**src/rtl/scan_sched_pkg.sv**
```systemverilog
// Shared encodings for the scan scheduler: top-level FSM states, detector
// states and the searched bit pattern.
package scan_sched_pkg;

  typedef enum logic [1:0] {
    ST_IDLE = 2'd0,
    ST_SCAN = 2'd1,
    ST_DONE = 2'd2
  } sched_state_t;

  typedef enum logic [1:0] {
    DET_S0   = 2'd0,
    DET_S1   = 2'd1,
    DET_S10  = 2'd2,
    DET_S100 = 2'd3
  } det_state_t;

  localparam logic [3:0] PATTERN        = 4'b1001;
  localparam logic [3:0] FIRST_POS_NONE = 4'hF;

endpackage

```
**src/rtl/scan_sched_if.sv**
```systemverilog
// Job request / grant / result bundle between requesters and scan_sched.
interface scan_sched_if #(
  parameter int WIDTH = 8
) ();

  logic [1:0]       req;
  logic [WIDTH-1:0] data0;
  logic [WIDTH-1:0] data1;
  logic [1:0]       gnt;
  logic             busy;
  logic             done;
  logic             done_id;
  logic [3:0]       match_cnt;

  modport master (
    output req, data0, data1,
    input  gnt, busy, done, done_id, match_cnt
  );

  modport slave (
    input  req, data0, data1,
    output gnt, busy, done, done_id, match_cnt
  );

endinterface

```
**src/rtl/seq1001_det.sv**
```systemverilog
// Mealy detector for 1001 with overlap; clr returns it to the start state
// synchronously so matches never straddle two jobs.
//   state    | meaning
//   DET_S0   | nothing useful seen
//   DET_S1   | seen "1"
//   DET_S10  | seen "10"
//   DET_S100 | seen "100"; a 1 now completes a match
module seq1001_det
  import scan_sched_pkg::*;
(
  input  logic clock,
  input  logic reset,
  input  logic clr,
  input  logic x,
  output logic z
);

  det_state_t r_state;
  det_state_t w_next;

  always_ff @(posedge clock or negedge reset) begin
    if (!reset)   r_state <= DET_S0;
    else if (clr) r_state <= DET_S0;
    else          r_state <= w_next;
  end

  always_comb begin
    w_next = DET_S0;
    z      = 1'b0;
    case (r_state)
      DET_S0:   w_next = (x == PATTERN[3]) ? DET_S1   : DET_S0;
      DET_S1:   w_next = (x == PATTERN[2]) ? DET_S10  : DET_S1;
      DET_S10:  w_next = (x == PATTERN[1]) ? DET_S100 : DET_S1;
      DET_S100: begin
        // the closing 1 also starts the next candidate match
        if (x == PATTERN[0]) begin
          z      = 1'b1;
          w_next = DET_S1;
        end else begin
          w_next = DET_S0;
        end
      end
      default:  w_next = DET_S0;
    endcase
  end

endmodule

```
**src/rtl/scan_sched.sv**
```systemverilog
// Round-robin two-requester scheduler that counts 1001 matches in a job word.
// Optional SCAN_FIRST_POS_EN adds first_pos (index of the first match).
//   state   | meaning
//   ST_IDLE | waiting for a request; grant issued here
//   ST_SCAN | feeding one bit per cycle, MSB first
//   ST_DONE | one-cycle result pulse
module scan_sched
  import scan_sched_pkg::*;
#(
  parameter int WIDTH = 8
) (
  input  logic         clock,
  input  logic         reset,
  scan_sched_if.slave  bus
`ifdef SCAN_FIRST_POS_EN
  , output logic [3:0] first_pos
`endif
);

  localparam logic [3:0] LAST_IDX = 4'(WIDTH - 1);

  sched_state_t     r_state;
  sched_state_t     w_next;
  logic [1:0]       w_gnt;
  logic             w_win;
  logic             w_grant;
  logic             w_last_bit;
  logic             w_x;
  logic             w_z;

  logic [WIDTH-1:0] r_data;
  logic             r_id;
  logic             r_last;
  logic [3:0]       r_idx;
  logic [3:0]       r_cnt;
  logic             r_done_id;
  logic [3:0]       r_match_cnt;

  always_ff @(posedge clock or negedge reset) begin
    if (!reset) r_state <= ST_IDLE;
    else        r_state <= w_next;
  end

  always_comb begin
    w_next = r_state;
    w_gnt  = 2'b00;
    // on a tie the requester not served last wins
    w_win  = (bus.req == 2'b11) ? ~r_last : bus.req[1];
    case (r_state)
      ST_IDLE: begin
        if (reset && (|bus.req)) begin
          w_gnt  = w_win ? 2'b10 : 2'b01;
          w_next = ST_SCAN;
        end
      end
      ST_SCAN: if (r_idx == LAST_IDX) w_next = ST_DONE;
      ST_DONE: w_next = ST_IDLE;
      default: w_next = ST_IDLE;
    endcase
  end

  assign w_grant    = |w_gnt;
  assign w_last_bit = (r_state == ST_SCAN) && (r_idx == LAST_IDX);
  assign w_x        = (r_state == ST_SCAN) && r_data[WIDTH-1];

  assign bus.gnt       = w_gnt;
  assign bus.busy      = (r_state == ST_SCAN) || (r_state == ST_DONE);
  assign bus.done      = (r_state == ST_DONE);
  assign bus.done_id   = r_done_id;
  assign bus.match_cnt = r_match_cnt;

  seq1001_det u_det (
    .clock (clock),
    .reset (reset),
    .clr   (w_grant),
    .x     (w_x),
    .z     (w_z)
  );

  always_ff @(posedge clock or negedge reset) begin
    if (!reset) begin
      r_data      <= '0;
      r_id        <= 1'b0;
      r_last      <= 1'b1;
      r_idx       <= 4'd0;
      r_cnt       <= 4'd0;
      r_done_id   <= 1'b0;
      r_match_cnt <= 4'd0;
    end else if (w_grant) begin
      r_data <= w_win ? bus.data1 : bus.data0;
      r_id   <= w_win;
      r_last <= w_win;
      r_idx  <= 4'd0;
      r_cnt  <= 4'd0;
    end else if (r_state == ST_SCAN) begin
      r_data <= r_data << 1;
      r_idx  <= r_idx + 4'd1;
      r_cnt  <= r_cnt + {3'b000, w_z};
      // results only move on the last bit so they hold outside DONE
      if (w_last_bit) begin
        r_match_cnt <= r_cnt + {3'b000, w_z};
        r_done_id   <= r_id;
      end
    end
  end

`ifdef SCAN_FIRST_POS_EN
  logic [3:0] r_fp;
  logic [3:0] r_first_pos;
  logic       w_first_hit;

  assign w_first_hit = w_z && (r_fp == FIRST_POS_NONE);
  assign first_pos   = r_first_pos;

  always_ff @(posedge clock or negedge reset) begin
    if (!reset) begin
      r_fp        <= FIRST_POS_NONE;
      r_first_pos <= FIRST_POS_NONE;
    end else if (w_grant) begin
      r_fp <= FIRST_POS_NONE;
    end else if (r_state == ST_SCAN) begin
      if (w_first_hit) r_fp <= r_idx;
      if (w_last_bit)  r_first_pos <= w_first_hit ? r_idx : r_fp;
    end
  end
`endif

endmodule

```
**src/flat_wrapper.sv**
```systemverilog
// flat-port wrapper written by rule: the top's interface ports become plain ports
module scan_sched_flat import scan_sched_pkg::*;
#(
  parameter int WIDTH = 8
)
  (clock, reset, bus_req, bus_data0, bus_data1, bus_gnt, bus_busy, bus_done, bus_done_id, bus_match_cnt);
  scan_sched_if #(.WIDTH(WIDTH)) bus_i ();
  input  logic clock;
  input  logic reset;
  input wire logic [$bits(bus_i.req)-1:0] bus_req;
  input wire logic [$bits(bus_i.data0)-1:0] bus_data0;
  input wire logic [$bits(bus_i.data1)-1:0] bus_data1;
  output wire logic [$bits(bus_i.gnt)-1:0] bus_gnt;
  output wire logic [$bits(bus_i.busy)-1:0] bus_busy;
  output wire logic [$bits(bus_i.done)-1:0] bus_done;
  output wire logic [$bits(bus_i.done_id)-1:0] bus_done_id;
  output wire logic [$bits(bus_i.match_cnt)-1:0] bus_match_cnt;
  assign bus_i.req = bus_req;
  assign bus_i.data0 = bus_data0;
  assign bus_i.data1 = bus_data1;
  assign bus_gnt = bus_i.gnt;
  assign bus_busy = bus_i.busy;
  assign bus_done = bus_i.done;
  assign bus_done_id = bus_i.done_id;
  assign bus_match_cnt = bus_i.match_cnt;
  scan_sched #(.WIDTH(WIDTH)) u_core (.clock(clock), .reset(reset), .bus(bus_i));
endmodule
```
**config.mk**
```make
export PLATFORM = sky130hd
export DESIGN_NAME = scan_sched_flat
export DESIGN_NICKNAME = d
export VERILOG_FILES = /design/src/rtl/scan_sched_pkg.sv /design/src/rtl/scan_sched_if.sv /design/src/rtl/seq1001_det.sv /design/src/rtl/scan_sched.sv /design/src/flat_wrapper.sv
export SDC_FILE = /design/constraint.sdc
export NUM_CORES = 1
export LEC_CHECK = 0
export ABC_CLOCK_PERIOD_IN_PS = 2600
export BUFFER_PORTS_ARGS = -buffer_cell sky130_fd_sc_hd__buf_2
export CORE_ASPECT_RATIO = 1.75
export CORE_MARGIN = 3
export CORE_UTILIZATION = 56
export CTS_BUF_LIST = sky130_fd_sc_hd__clkbuf_8
export DETAILED_ROUTE_END_ITERATION = 7
export HOLD_SLACK_MARGIN = 0.15
export PLACE_DENSITY = 0.83
export SYNTH_ARGS = -nofsm -noshare
export SYNTH_HDL_FRONTEND = slang
export SYNTH_HIERARCHICAL = 1
export SYNTH_SLANG_ARGS = --single-unit
export TNS_END_PERCENT = 5
```
**constraint.sdc**
```tcl
create_clock -name clock -period 2.6 [get_ports clock]
set_clock_uncertainty 0.1 [all_clocks]
set_input_delay 0.39 -clock clock [delete_from_list [all_inputs] [get_ports clock]]
set_output_delay 0.39 -clock clock [all_outputs]
set_load 0.02 [all_outputs]
```
==> results of run 1 <==
-- repair_timing --
action                                  4_1_cts  5_1_grt
hold buffers                                  1        0
hold endpoints to repair                      9        0
endpoints found under the setup margin        0        1
gates resized for setup                       0        1
-- sequential cells by signal (all words and copies together) (netlist names) --
signal,flops
u_core/bus.done_id,1
u_core/r_idx,4
u_core/r_cnt,4
u_core/r_id,1
u_core/bus.match_cnt,4
u_core/r_state,2
u_core/u_det/r_state,2
u_core/r_data,8
u_core/r_last,1
-- routing by layer --
| metal | vias up | GRT usage (%) | wire, µm |
|---|---|---|---|
| li1 | 558 | - | - |
| met1 | 547 | 25.28 | 1161 |
| met2 | 54 | 33.44 | 1562 |
| met3 | 4 | 2.206 | 174 |
| met4 | 0 | 8.389 | 42 |
| met5 | - | 0 | 0 |
-- synth_stat cells (2+ instances only) --
master                     count  area share (%)
sky130_fd_sc_hd__nand2_1       2            0.51
sky130_fd_sc_hd__nand4_1       9             3.8
sky130_fd_sc_hd__mux2_2        7             5.4
sky130_fd_sc_hd__a21oi_1       2            0.68
sky130_fd_sc_hd__and2_1        3             1.3
sky130_fd_sc_hd__xor2_1        5             3.0
sky130_fd_sc_hd__clkbuf_1      3            0.77
sky130_fd_sc_hd__inv_1         5             1.3
sky130_fd_sc_hd__and3_1        2            0.85
sky130_fd_sc_hd__a31oi_1       8             3.4
sky130_fd_sc_hd__mux2i_1       4             2.7
sky130_fd_sc_hd__o21ai_0      10             3.4
sky130_fd_sc_hd__xnor2_1       2             1.2
sky130_fd_sc_hd__buf_1         2            0.51
sky130_fd_sc_hd__nand3_1       9             3.1
sky130_fd_sc_hd__ha_1         11             9.4
sky130_fd_sc_hd__nor2_1        9             2.3
sky130_fd_sc_hd__dfrtp_1      26              44
sky130_fd_sc_hd__buf_2         3             1.0
sky130_fd_sc_hd__nor3_1        8             2.7
-- worst max-delay path, delay by kind of cell (launching register included) --
family	cells	cell delay [ns]
adder cells (fa/ha/maj)	1	0.45
AND/OR/NAND/NOR	2	0.58
flip-flops	1	0.41
buffers and inverters	2	0.28
-- area by class of cell --
cell class / count / area [µm²]
Fill cell: 186 / 704.4
Timing Repair Buffer: 32 / 175.2
Tap cell: 25 / 31.28
Clock buffer: 3 / 41.29
Clock inverter: 1 / 5.005
Inverter: 6 / 22.52
Sequential cell: 27 / 676.9
Multi-Input combinational cell: 99 / 732.0
-- cells in the final DEF, fill, tap and decap left out, types with 4 or more instances in the layout --
cell type	n
sky130_fd_sc_hd__nor2_1	9
sky130_fd_sc_hd__mux2i_1	4
sky130_fd_sc_hd__nand3_1	9
sky130_fd_sc_hd__mux2_2	7
sky130_fd_sc_hd__buf_2	27
sky130_fd_sc_hd__ha_1	11
sky130_fd_sc_hd__dfrtp_1	26
sky130_fd_sc_hd__nand4_1	9
sky130_fd_sc_hd__xor2_1	5
sky130_fd_sc_hd__inv_1	5
sky130_fd_sc_hd__a31oi_1	8
sky130_fd_sc_hd__nor3_1	8
sky130_fd_sc_hd__o21ai_0	10
-- path summary, 6_finish.rpt --
path	startpoint	to	slack, ns	depth (start not counted)
min in group asynchronous	reset	u_core/r_idx[0]	0.45	2
hold / removal	bus_data0[1]	u_core/r_data[1]	0.29	3
setup / recovery	u_core/r_state[1]	bus_gnt[0]	0.12	5
max in group asynchronous	reset	u_core/bus.match_cnt[1]	1.45	3
hold reg to reg	u_core/r_id	u_core/r_id	0.39	1
setup reg to reg	u_core/r_state[0]	u_core/bus.match_cnt[1]	0.38	6
-- report_power, final --
part / switching [µW] / internal [µW] / leakage [µW]
registers: 102 / 577 / 0.000345
clock network: 127 / 107 / 0.0000255
logic: 418 / 300 / 0.000454
total: 647 / 985 / 0.000825
-- kinds of logic (layout without fill, tap and decap cells) --
group,count (synthesis),in the layout,share of synthesized area [%]
adder cells (fa/ha/maj),11,11,9.394
multiplexers,11,11,8.113
buffers and inverters,14,42,3.843
flip-flops,27,27,46.20
AND/OR/NAND/NOR,46,46,18.10
XOR/XNOR,7,7,4.185
AO/OA/AOI/OAI,24,24,10.16
-- stage by stage --
stage | setup slack, ns | cell area [µm²] | hold WS, ns | power [µW]
after global placement | 0.5154 | 1625 | 0.2367 | 1358
after global routing | 0.003689 | 1684 | 0.2869 | 1760
final | 0.1245 | 1684 | 0.2854 | 1632
after CTS | 0.07964 | 1682 | 0.2797 | 1635
after floorplan | 0.2961 | 1465 | -0.005591 | 1216
after detailed placement | 0.3925 | 1625 | 0.2422 | 1398
==> out/qor_table.md, run 1 <==
| Stage | Result | This run |
|:---|:---|:---|
| run status | Outcome | finished clean |
| power | Maximum vdd drop | 0.0007641 V |
| clock network | Clock tree from TritonCTS | built |
| clock network | Later-pin clock latency in the skew report | 0.27 ns |
| global routing | First-pass GRT wire length | 4885 µm |
| logic synthesis | Register bit total from synthesis | 27 |
| global routing | Initial antenna violation count | 0 |
| logic synthesis | Most used DFF post-synth | sky130_fd_sc_hd__dfrtp_1 |
| clock network | Depth of the CTS H-tree | 1 |
| floorplan | Width of the chip | 44.67 µm |
| detailed routing | Total Routed Length | 2940 µm |
| clock network | Number of sinks handled by clock tree synthesis | 27 |
| logic synthesis | Distinct cells, synth | 30 |
| power | Static leakage | 0.0008249 µW |
| cells and area | Layout cells sized above 1 | 28.57% |
| sta | Final TNS setup | 0 ns |
| clock network | Number of buffers between clock root and the deepest sink | 2 |
| worst setup path | Critical-path top delay cell | sky130_fd_sc_hd__ha_1 |
| sta | Headroom to the max-slew limit | 70.49% |
| floorplan | Y dimension of the die | 73.67 µm |
| floorplan | Core footprint | 0.002389 mm² |
| logic synthesis | Yosys warns | 6 |
| cells and area | Utilization after layout | 70.51% |
| placement | DP Wirelength | 2205 µm |
| detailed routing | Detail-routed net length per standard cell | 15.23 µm |
| cells and area | Synthesis-to-layout area growth | 14.94% |
| clock network | Total CTS buffers | 3 |
| global routing | Overflow left after global routing | 0 |
| min path | Worst hold path type | in2reg |
| clock network | Postcts setup bufs | 0 |
| detailed routing | Routed vias | 1163 |
| sta | Share of the clock period used by the worst path after layout | 95.21% |
| logic synthesis | Post-synth design cell area | 0.001465 mm² |
| logic synthesis | Async S/R FF share, synth | 100.0% |
| detailed routing | Post-route ant nets | 0 |
| worst setup path | Data required time of the critical path | 2.11 ns |
| detailed routing | DRC errors left | 0 |
| cells and area | Layout Cells excl Fill | 193 |
| sta | RSZ-0062 raised after global routing | no |
| floorplan | I/O pin count | 29 |
| placement | Gpl congestion | 0.7927 |
| sta | Least-Margin Pin Slew | 0.4426 ns |
| cells and area | Total inserted antenna cells | 0 |
| clock network | Root Buffer Master | sky130_fd_sc_hd__clkbuf_8 |
| worst setup path | Element type at the critical path start | register |
| global routing | GRT Util Overall | 19.94% |
| worst setup path | Maximum fanout count along the critical path | 12 |
| worst setup path | Kind of capture point of the worst setup path | output port |
| floorplan | Number of standard-cell rows in the floorplan | 23 |
| power | Cell area power density | 968.8 mW/mm² |
| detailed routing | Mean number of vias per cell | 6.026 |
| logic synthesis | Share of the yosys chip area belonging to registers | 46.20% |
| logic synthesis | Number of flops mapped to enable cells by yosys | 0 |
| sta | Final number of setup-violating endpoints | 0 |
| logic synthesis | Syn avg cell area | 10.47 µm² |
| worst setup path | Path type of the worst setup path | reg2out |
| sta | Max Fclk | 0.4040 GHz |
| logic synthesis | Number of instances in the synthesized netlist | 140 |
| worst setup path | Arrival time reported for the critical path endpoint | 1.99 ns |
| floorplan | Die Area | 0.003290 mm² |
| logic synthesis | Synth Net Count | 171 |
| detailed routing | Pre-antenna DRT Iters | 4 |
| global routing | Via count of the first global-routing pass | 1104 |
| floorplan | Starting density of the core | 61.34% |
| sta | Final Hold Fails | 0 |
| sta | Max Transition Viols Final | 0 |
| placement | Number of cells in the design after placement | 188 |
| worst setup path | CP peak stage delay | 0.45 ns |
| worst setup path | Cell-by-cell listing of the critical path | inv_1 -> ha_1 -> and3_1 -> and2_1 -> buf_2 |
| cells and area | Final nets | 200 |
| clock network | Clock-pin slew reported for the worst setup and hold paths after clock tree synthesis | 0.09 ns |
| global routing | Largest net degree at the start of global routing | 24 |
| run | Max Cap Violations | 0 |
| sta | Final period demand of the worst path | 2.476 ns |
| detailed routing | Violation count after the first detailed-route iteration | 29 |
| placement | Count of buffers inserted at the top-level ports | 28 |
Power figures use the tool's default switching activity.
==> run 2: changes to the inputs <==
RECOVER_POWER = 50   (was unset)
==> run 2 against run 1 <==
Effect of this change: non-clock buffer count stayed put; die area unchanged; sequential share of layout area rose by 0.21 points; count of clock-buffer cells in the layout is the same; largest cell class unchanged.
==> out/qor_table.md, run 2 (same netlist as run 1, synthesis figures left out) <==
| Stage | Result | This run | Change |
|:---|:---|:---|:---|
| run status | Outcome | finished clean |  |
| detailed routing | Routed vias | 1164 | +0.086% |
| clock network | Number of sinks handled by clock tree synthesis | 27 | unchanged |
| detailed routing | Violation count after the first detailed-route iteration | 28 | -3.4% |
| floorplan | Width of the chip | 44.67 µm | unchanged |
| cells and area | Largest reg by FF count | u_core/r_data |  |
| global routing | Largest net degree at the start of global routing | 24 | unchanged |
| clock network | Depth of the CTS H-tree | 1 | unchanged |
| worst setup path | Cell-by-cell listing of the critical path | inv_1 -> ha_1 -> and3_1 -> and2_1 -> buf_2 |  |
| detailed routing | Detail-routed net length per standard cell | 15.31 µm | +0.48% |
| floorplan | Y dimension of the die | 73.67 µm | unchanged |
| cells and area | Layout cells sized above 1 | 25.60% | -3.0 points |
| placement | Gpl congestion | 0.7927 | unchanged |
| clock network | Later-pin clock latency in the skew report | 0.27 ns | about the same |
| worst setup path | Arrival time reported for the critical path endpoint | 1.99 ns | about the same |
| detailed routing | DRC errors left | 0 | unchanged |
| cells and area | Footprint of the flip-flops and latches | 676.9 µm² | unchanged |
| cells and area | Final nets | 200 | unchanged |
| worst setup path | CP peak stage delay | 0.45 ns | about the same |
| detailed routing | Post-route ant nets | 0 | unchanged |
| min path | Worst hold path type | in2reg |  |
| placement | DP Wirelength | 2205 µm | unchanged |
| detailed routing | Mean number of vias per cell | 6.031 | about the same |
| clock network | Number of buffers between clock root and the deepest sink | 2 | unchanged |
| global routing | GRT Util Overall | 19.94% | unchanged |
| cells and area | Number of flip-flops in the largest register | 8 | unchanged |
| worst setup path | Path type of the worst setup path | reg2out |  |
| sta | Headroom to the max-slew limit | 40.52% | -30 points |
| floorplan | Starting density of the core | 61.34% | unchanged |
| worst setup path | Critical-path top delay cell | sky130_fd_sc_hd__ha_1 |  |
| sta | RSZ-0062 raised after global routing | no |  |
| global routing | Via count of the first global-routing pass | 1104 | unchanged |
| global routing | First-pass GRT wire length | 4885 µm | unchanged |
| power | Maximum vdd drop | 0.0007643 V | about the same |
| worst setup path | Element type at the critical path start | register |  |
| cells and area | Leading cell type in the layout, fill and taps excluded | sky130_fd_sc_hd__dfrtp_1 |  |
| cells and area | Non-Filler Cell Area, Final | 0.001675 mm² | -0.52% |
| sta | Final TNS setup | 0 ns | unchanged |
| detailed routing | Total Routed Length | 2954 µm | +0.48% |
| worst setup path | Number of cells on the worst reg-to-reg path | 6 | unchanged |
| global routing | Overflow left after global routing | 0 | unchanged |
| cells and area | Filler Cells Inserted | 189 | +1.6% |
| placement | Count of buffers inserted at the top-level ports | 28 | unchanged |
| clock network | Clock-pin slew reported for the worst setup and hold paths after clock tree synthesis | 0.09 ns | about the same |
| cells and area | Synthesis-to-layout area growth | 14.35% |  |
| cells and area | Multi-input gate area | 732.0 µm² | unchanged |
| floorplan | I/O pin count | 29 | unchanged |
| cells and area | Top library cells by usage in the layout, fill and taps aside | 26 x sky130_fd_sc_hd__dfrtp_1, 23 x sky130_fd_sc_hd__buf_2, 11 x sky130_fd_sc_hd__ha_1 |  |
| sta | Least-Margin Pin Slew | 0.8923 ns | +0.4497 ns |
| worst setup path | Maximum fanout count along the critical path | 12 | unchanged |
| power | Cell area power density | 972.5 mW/mm² | +0.39% |
| sta | Final Hold Fails | 0 | unchanged |
| sta | Max Fclk | 0.4039 GHz | about the same |
| worst setup path | Kind of capture point of the worst setup path | output port |  |
| clock network | Root Buffer Master | sky130_fd_sc_hd__clkbuf_8 |  |
| cells and area | Utilization after layout | 70.14% | -0.37 points |
| cells and area | Total inserted antenna cells | 0 | unchanged |
| run | Max Cap Violations | 0 | unchanged |
| detailed routing | Pre-antenna DRT Iters | 4 | unchanged |
| floorplan | Number of standard-cell rows in the floorplan | 23 | unchanged |
| placement | Instance area at placement | 0.001625 mm² | unchanged |
| min path | Worst hold path stage count | 3 | unchanged |
| clock network | Total CTS buffers | 3 | unchanged |
| power | Static leakage | 0.0008042 µW | -2.5% |
| sta | Share of the clock period used by the worst path after layout | 95.23% | about the same |
| power | Overall power after layout | 1629 µW | -0.14% |
| global routing | Initial antenna violation count | 0 | unchanged |
| worst setup path | Data required time of the critical path | 2.11 ns | about the same |
| sta | Final number of setup-violating endpoints | 0 | unchanged |
| clock network | Clock tree from TritonCTS | built |  |
| sta | Final period demand of the worst path | 2.476 ns | +0.0004370 ns |
| floorplan | Core footprint | 0.002389 mm² | unchanged |
| floorplan | Die Area | 0.003290 mm² | unchanged |
| sta | Max Transition Viols Final | 0 | unchanged |
## run 2: changes by cell type in the layout (fill, tap and decap cells not counted), sizes merged
cell	previous run	this run
buf	30	25
clkbuf	4	9
## run 2: power by group
part	switching, µW	internal, µW
Clock	127	107
Combinational	419	297
Sequential	101	577
## run 2: cell type report
| class | count | share of cell area, % |
|---|---|---|
| clock inverter | 1 | 0.2987 |
| timing repair buffer | 32 | 9.933 |
| multi-input combinational | 99 | 43.69 |
| clock buffer | 3 | 2.465 |
| inverter | 6 | 1.344 |
| tap | 25 | 1.867 |
| sequential | 27 | 40.40 |
## run 2: through the flow
| stage | hold WS (ns) | setup WS [ns] | std cells |
|---|---|---|---|
| finish | 0.2855 | 0.1241 | 193 |
| detailed placement | 0.2422 | 0.3925 | 188 |
| CTS | 0.2797 | 0.07964 | 193 |
| global placement | 0.2367 | 0.5154 | 188 |
| global route | 0.2869 | 0.003689 | 193 |
| floorplan | -0.005591 | 0.2961 | 140 |
## run 2: final timing paths
kind | start | end | slack (ns)
setup / recovery | u_core/r_state[1] | bus_gnt[0] | 0.12
max in group asynchronous | reset | u_core/bus.match_cnt[1] | 0.87
setup reg to reg | u_core/r_state[0] | u_core/bus.match_cnt[1] | 0.38
hold / removal | bus_data0[1] | u_core/r_data[1] | 0.29
min in group asynchronous | reset | u_core/r_idx[0] | 0.45
hold reg to reg | u_core/r_id | u_core/r_id | 0.38
## run 2: metal layers
| metal | part of all wire, % | track usage (%) | wire (µm) | up-vias |
|---|---|---|---|---|
| met2 | 53 | 33.44 | 1567 | 54 |
| met4 | 1.4 | 8.389 | 42 | 0 |
| li1 | - | - | - | 557 |
| met1 | 40 | 25.28 | 1169 | 549 |
| met3 | 5.9 | 2.206 | 174 | 4 |
| met5 | 0 | 0 | 0 | - |
## run 2: worst max-delay path: cells and delay by family, from the launching register on
kind,cells,cell delay (ns)
buffers and inverters,2,0.28
adder cells (fa/ha/maj),1,0.45
flip-flops,1,0.41
AND/OR/NAND/NOR,2,0.58
## run 2: what timing repair did
action	in CTS	in global routing
hold endpoints to repair	9	0
buffers inserted	0	0
hold buffers	1	0
endpoints found under the setup margin	0	1
resized for setup	0	1
==> run 3: changes to the inputs <==
ABC_CLOCK_PERIOD_IN_PS = 2100   (was 2600)
CORE_UTILIZATION = 51   (was 56)
PLACE_DENSITY = 0.8   (was 0.83)
clock period = 2.1 ns   (was 2.6 ns; I/O delays follow)
==> run 3 against run 2 <==
Effect of this change: sequential share of layout area shrank 2.6 points; die area grew 8.7%; non-clock buffer count grew 11; worst setup slack lost 0.090 ns; count of clock-buffer cells in the layout is the same; flip-flop and latch count is the same; combinational power grew 40%; via count grew 4.3%; global-route usage grew 0.44 points; largest cell class unchanged.
==> out/qor_table.md, run 3 (same netlist as run 1, synthesis figures left out) <==
| Stage | Result | This run | Change |
|:---|:---|:---|:---|
| power | Static leakage | 0.0008457 µW | +5.2% |
| sta | Final Hold Fails | 0 | unchanged |
| worst setup path | Startpoint of the worst-slack reg-to-reg timing path | u_core/r_state[0] |  |
| detailed routing | DRC errors left | 0 | unchanged |
| detailed routing | Detail-routed net length per standard cell | 16.23 µm | +6.1% |
| clock network | Total CTS buffers | 3 | unchanged |
| clock network | Root Buffer Master | sky130_fd_sc_hd__clkbuf_8 |  |
| worst setup path | Data required time of the critical path | 1.68 ns | -0.43 ns |
| cells and area | Number of flip-flops in the largest register | 8 | unchanged |
| min path | Worst hold path type | in2reg |  |
| cells and area | Top library cells by usage in the layout, fill and taps aside | 26 x sky130_fd_sc_hd__dfrtp_1, 23 x sky130_fd_sc_hd__buf_2, 11 x sky130_fd_sc_hd__buf_4 |  |
| floorplan | Starting density of the core | 53.84% | -7.5 points |
| worst setup path | Kind of capture point of the worst setup path | output port |  |
| worst setup path | End of the worst register-to-register path | u_core/bus.match_cnt[2] |  |
| worst setup path | Element type at the critical path start | register |  |
| floorplan | Number of standard-cell rows in the floorplan | 25 | +8.7% |
| cells and area | Synthesis-to-layout area growth | 22.29% |  |
| power | Maximum vdd drop | 0.001010 V | +32% |
| placement | Count of buffers inserted at the top-level ports | 28 | unchanged |
| detailed routing | Pre-antenna DRT Iters | 4 | unchanged |
| clock network | Number of buffers between clock root and the deepest sink | 2 | unchanged |
| global routing | Initial antenna violation count | 0 | unchanged |
| worst setup path | R2R setup slack | 0.08 ns | -0.30 ns |
| sta | Max Fclk | 0.4840 GHz |  |
| sta | Headroom to the max-slew limit | 31.57% | -8.9 points |
| sta | Hold Worst Slack | 0.1989 ns | -0.08662 ns |
| cells and area | Multi-input gate area | 752.0 µm² | +2.7% |
| sta | Final number of setup-violating endpoints | 0 | unchanged |
| sta | Share of the clock period used by the worst path after layout | 98.39% |  |
| min path | Worst hold path stage count | 3 | unchanged |
| clock network | Number of sinks handled by clock tree synthesis | 27 | unchanged |
| run status | Outcome | finished clean |  |
| min path | Hold path endpoint | u_core/r_data[3] |  |
| worst setup path | Maximum fanout count along the critical path | 11 | -1 |
| floorplan | Width of the chip | 46.52 µm | +4.1% |
| sta | Least-Margin Pin Slew | 1.026 ns | +0.1342 ns |
| cells and area | Total inserted antenna cells | 0 | unchanged |
| sta | Max Transition Viols Final | 0 | unchanged |
| detailed routing | Mean number of vias per cell | 5.893 | -2.3% |
| cells and area | Final nets | 211 | +5.5% |
| clock network | Depth of the CTS H-tree | 1 | unchanged |
| floorplan | Core footprint | 0.002721 mm² | +14% |
| cells and area | Layout cells sized above 1 | 31.84% | +6.2 points |
| detailed routing | Post-route ant nets | 0 | unchanged |
| cells and area | Leading cell type in the layout, fill and taps excluded | sky130_fd_sc_hd__dfrtp_1 |  |
| placement | DP Wirelength | 2355 µm | +6.8% |
| cells and area | Largest reg by FF count | u_core/r_data |  |
| run | Max Cap Violations | 0 | unchanged |
| cells and area | Filler Cells Inserted | 224 | +19% |
| global routing | First-pass GRT wire length | 5492 µm | +12% |
| worst setup path | Arrival time reported for the critical path endpoint | 1.65 ns | -0.34 ns |
| min path | Startpoint of the tightest hold check path | bus_data0[3] |  |
| clock network | Clock-pin slew reported for the worst setup and hold paths after clock tree synthesis | 0.10 ns | about the same |
| sta | Final period demand of the worst path | 2.066 ns |  |
| global routing | Overflow left after global routing | 0 | unchanged |
| global routing | Via count of the first global-routing pass | 1296 | +17% |
| worst setup path | Path type of the worst setup path | reg2out |  |
| worst setup path | Launching instance or port of the critical path | u_core/r_state[0] |  |
| detailed routing | Routed vias | 1214 | +4.3% |
| worst setup path | Number of cells on the worst reg-to-reg path | 8 | +2 |
| power | Cell area power density | 1199 mW/mm² | +23% |
| placement | Gpl congestion | 0.8401 | +6.0% |
| clock network | Clock tree from TritonCTS | built |  |
| clock network | Later-pin clock latency in the skew report | 0.27 ns | about the same |
| floorplan | Y dimension of the die | 76.91 µm | +4.4% |
| global routing | GRT Util Overall | 20.38% | +0.44 points |
| cells and area | Footprint of the flip-flops and latches | 676.9 µm² | unchanged |
| detailed routing | Violation count after the first detailed-route iteration | 47 | +68% |
| floorplan | I/O pin count | 29 | unchanged |
| power | Overall power after layout | 2149 µW | +32% |
| global routing | Largest net degree at the start of global routing | 20 | -17% |
| floorplan | Die Area | 0.003577 mm² | +8.7% |
| detailed routing | Total Routed Length | 3344 µm | +13% |
-- run 3: cell count changes in the layout (fill, tap and decap cells not counted), sizes merged --
cell,previous run,this run
buf,25,35
clkinvlp,0,1
clkinv,1,0
dlygate4sd3,1,3
clkbuf,9,8
-- run 3: final cells by class --
type	count	area share (%)
clock buffers	3	2.304
well taps	27	1.885
flip-flops and latches	27	37.78
inverters	6	1.257
repair buffers	43	14.39
multi-input cells	99	41.97
clock inverters	1	0.4190
-- run 3: stage by stage --
step | setup slack, ns | area (µm²) | util (%) | cells | TNS, ns
global route | -0.01699 | 1792 | 65.84 | 206 | -0.01699
CTS | 0.01289 | 1774 | 65.20 | 205 | 0
finish | 0.03375 | 1792 | 65.84 | 206 | 0
global placement | 0.1832 | 1688 | 62.02 | 197 | 0
detailed placement | 0.1453 | 1688 | 62.02 | 197 | 0
floorplan | 0.01486 | 1486 | - | 140 | 0
-- run 3: worst max-delay path by stage --
stage,slack (ns),end,cells past startpoint
3_3_place_gp,0.18,u_core/bus.done_id,6
3_5_place_dp,0.15,u_core/bus.match_cnt[1],6
5_1_grt,-0.02,bus_gnt[0],6
6_report,0.03,bus_gnt[0],6
2_1_floorplan,0.01,u_core/bus.match_cnt[2],10
4_1_cts,0.01,bus_gnt[0],6
-- run 3: power breakdown --
part / leakage, µW / internal (µW) / switching (µW)
registers: 0.000345 / 715 / 128
logic: 0.000479 / 449 / 555
clock network: 0.0000217 / 135 / 168
-- run 3: critical path, stage by stage, from the launching register on --
cell and delay (ns):
sky130_fd_sc_hd__dfrtp_1 0.40, sky130_fd_sc_hd__inv_1 0.12, sky130_fd_sc_hd__ha_2 0.21, sky130_fd_sc_hd__buf_6 0.15, sky130_fd_sc_hd__and3_1 0.18, sky130_fd_sc_hd__and2_1 0.17
sky130_fd_sc_hd__buf_4 0.15
-- run 3: routing by layer --
layer | up-vias | global-route usage, % | wire [µm]
li1 | 578 | - | -
met5 | - | 0 | 0
met1 | 597 | 24.35 | 1379
met4 | 0 | 7.692 | 34
met2 | 35 | 35.22 | 1814
met3 | 4 | 2.113 | 116
-- run 3: timing repair --
action,CTS,global route
resized for setup,0,4
endpoints found under the hold margin,26,0
hold buffers,3,0
setup buffers,1,1
endpoints found under the setup margin,1,2
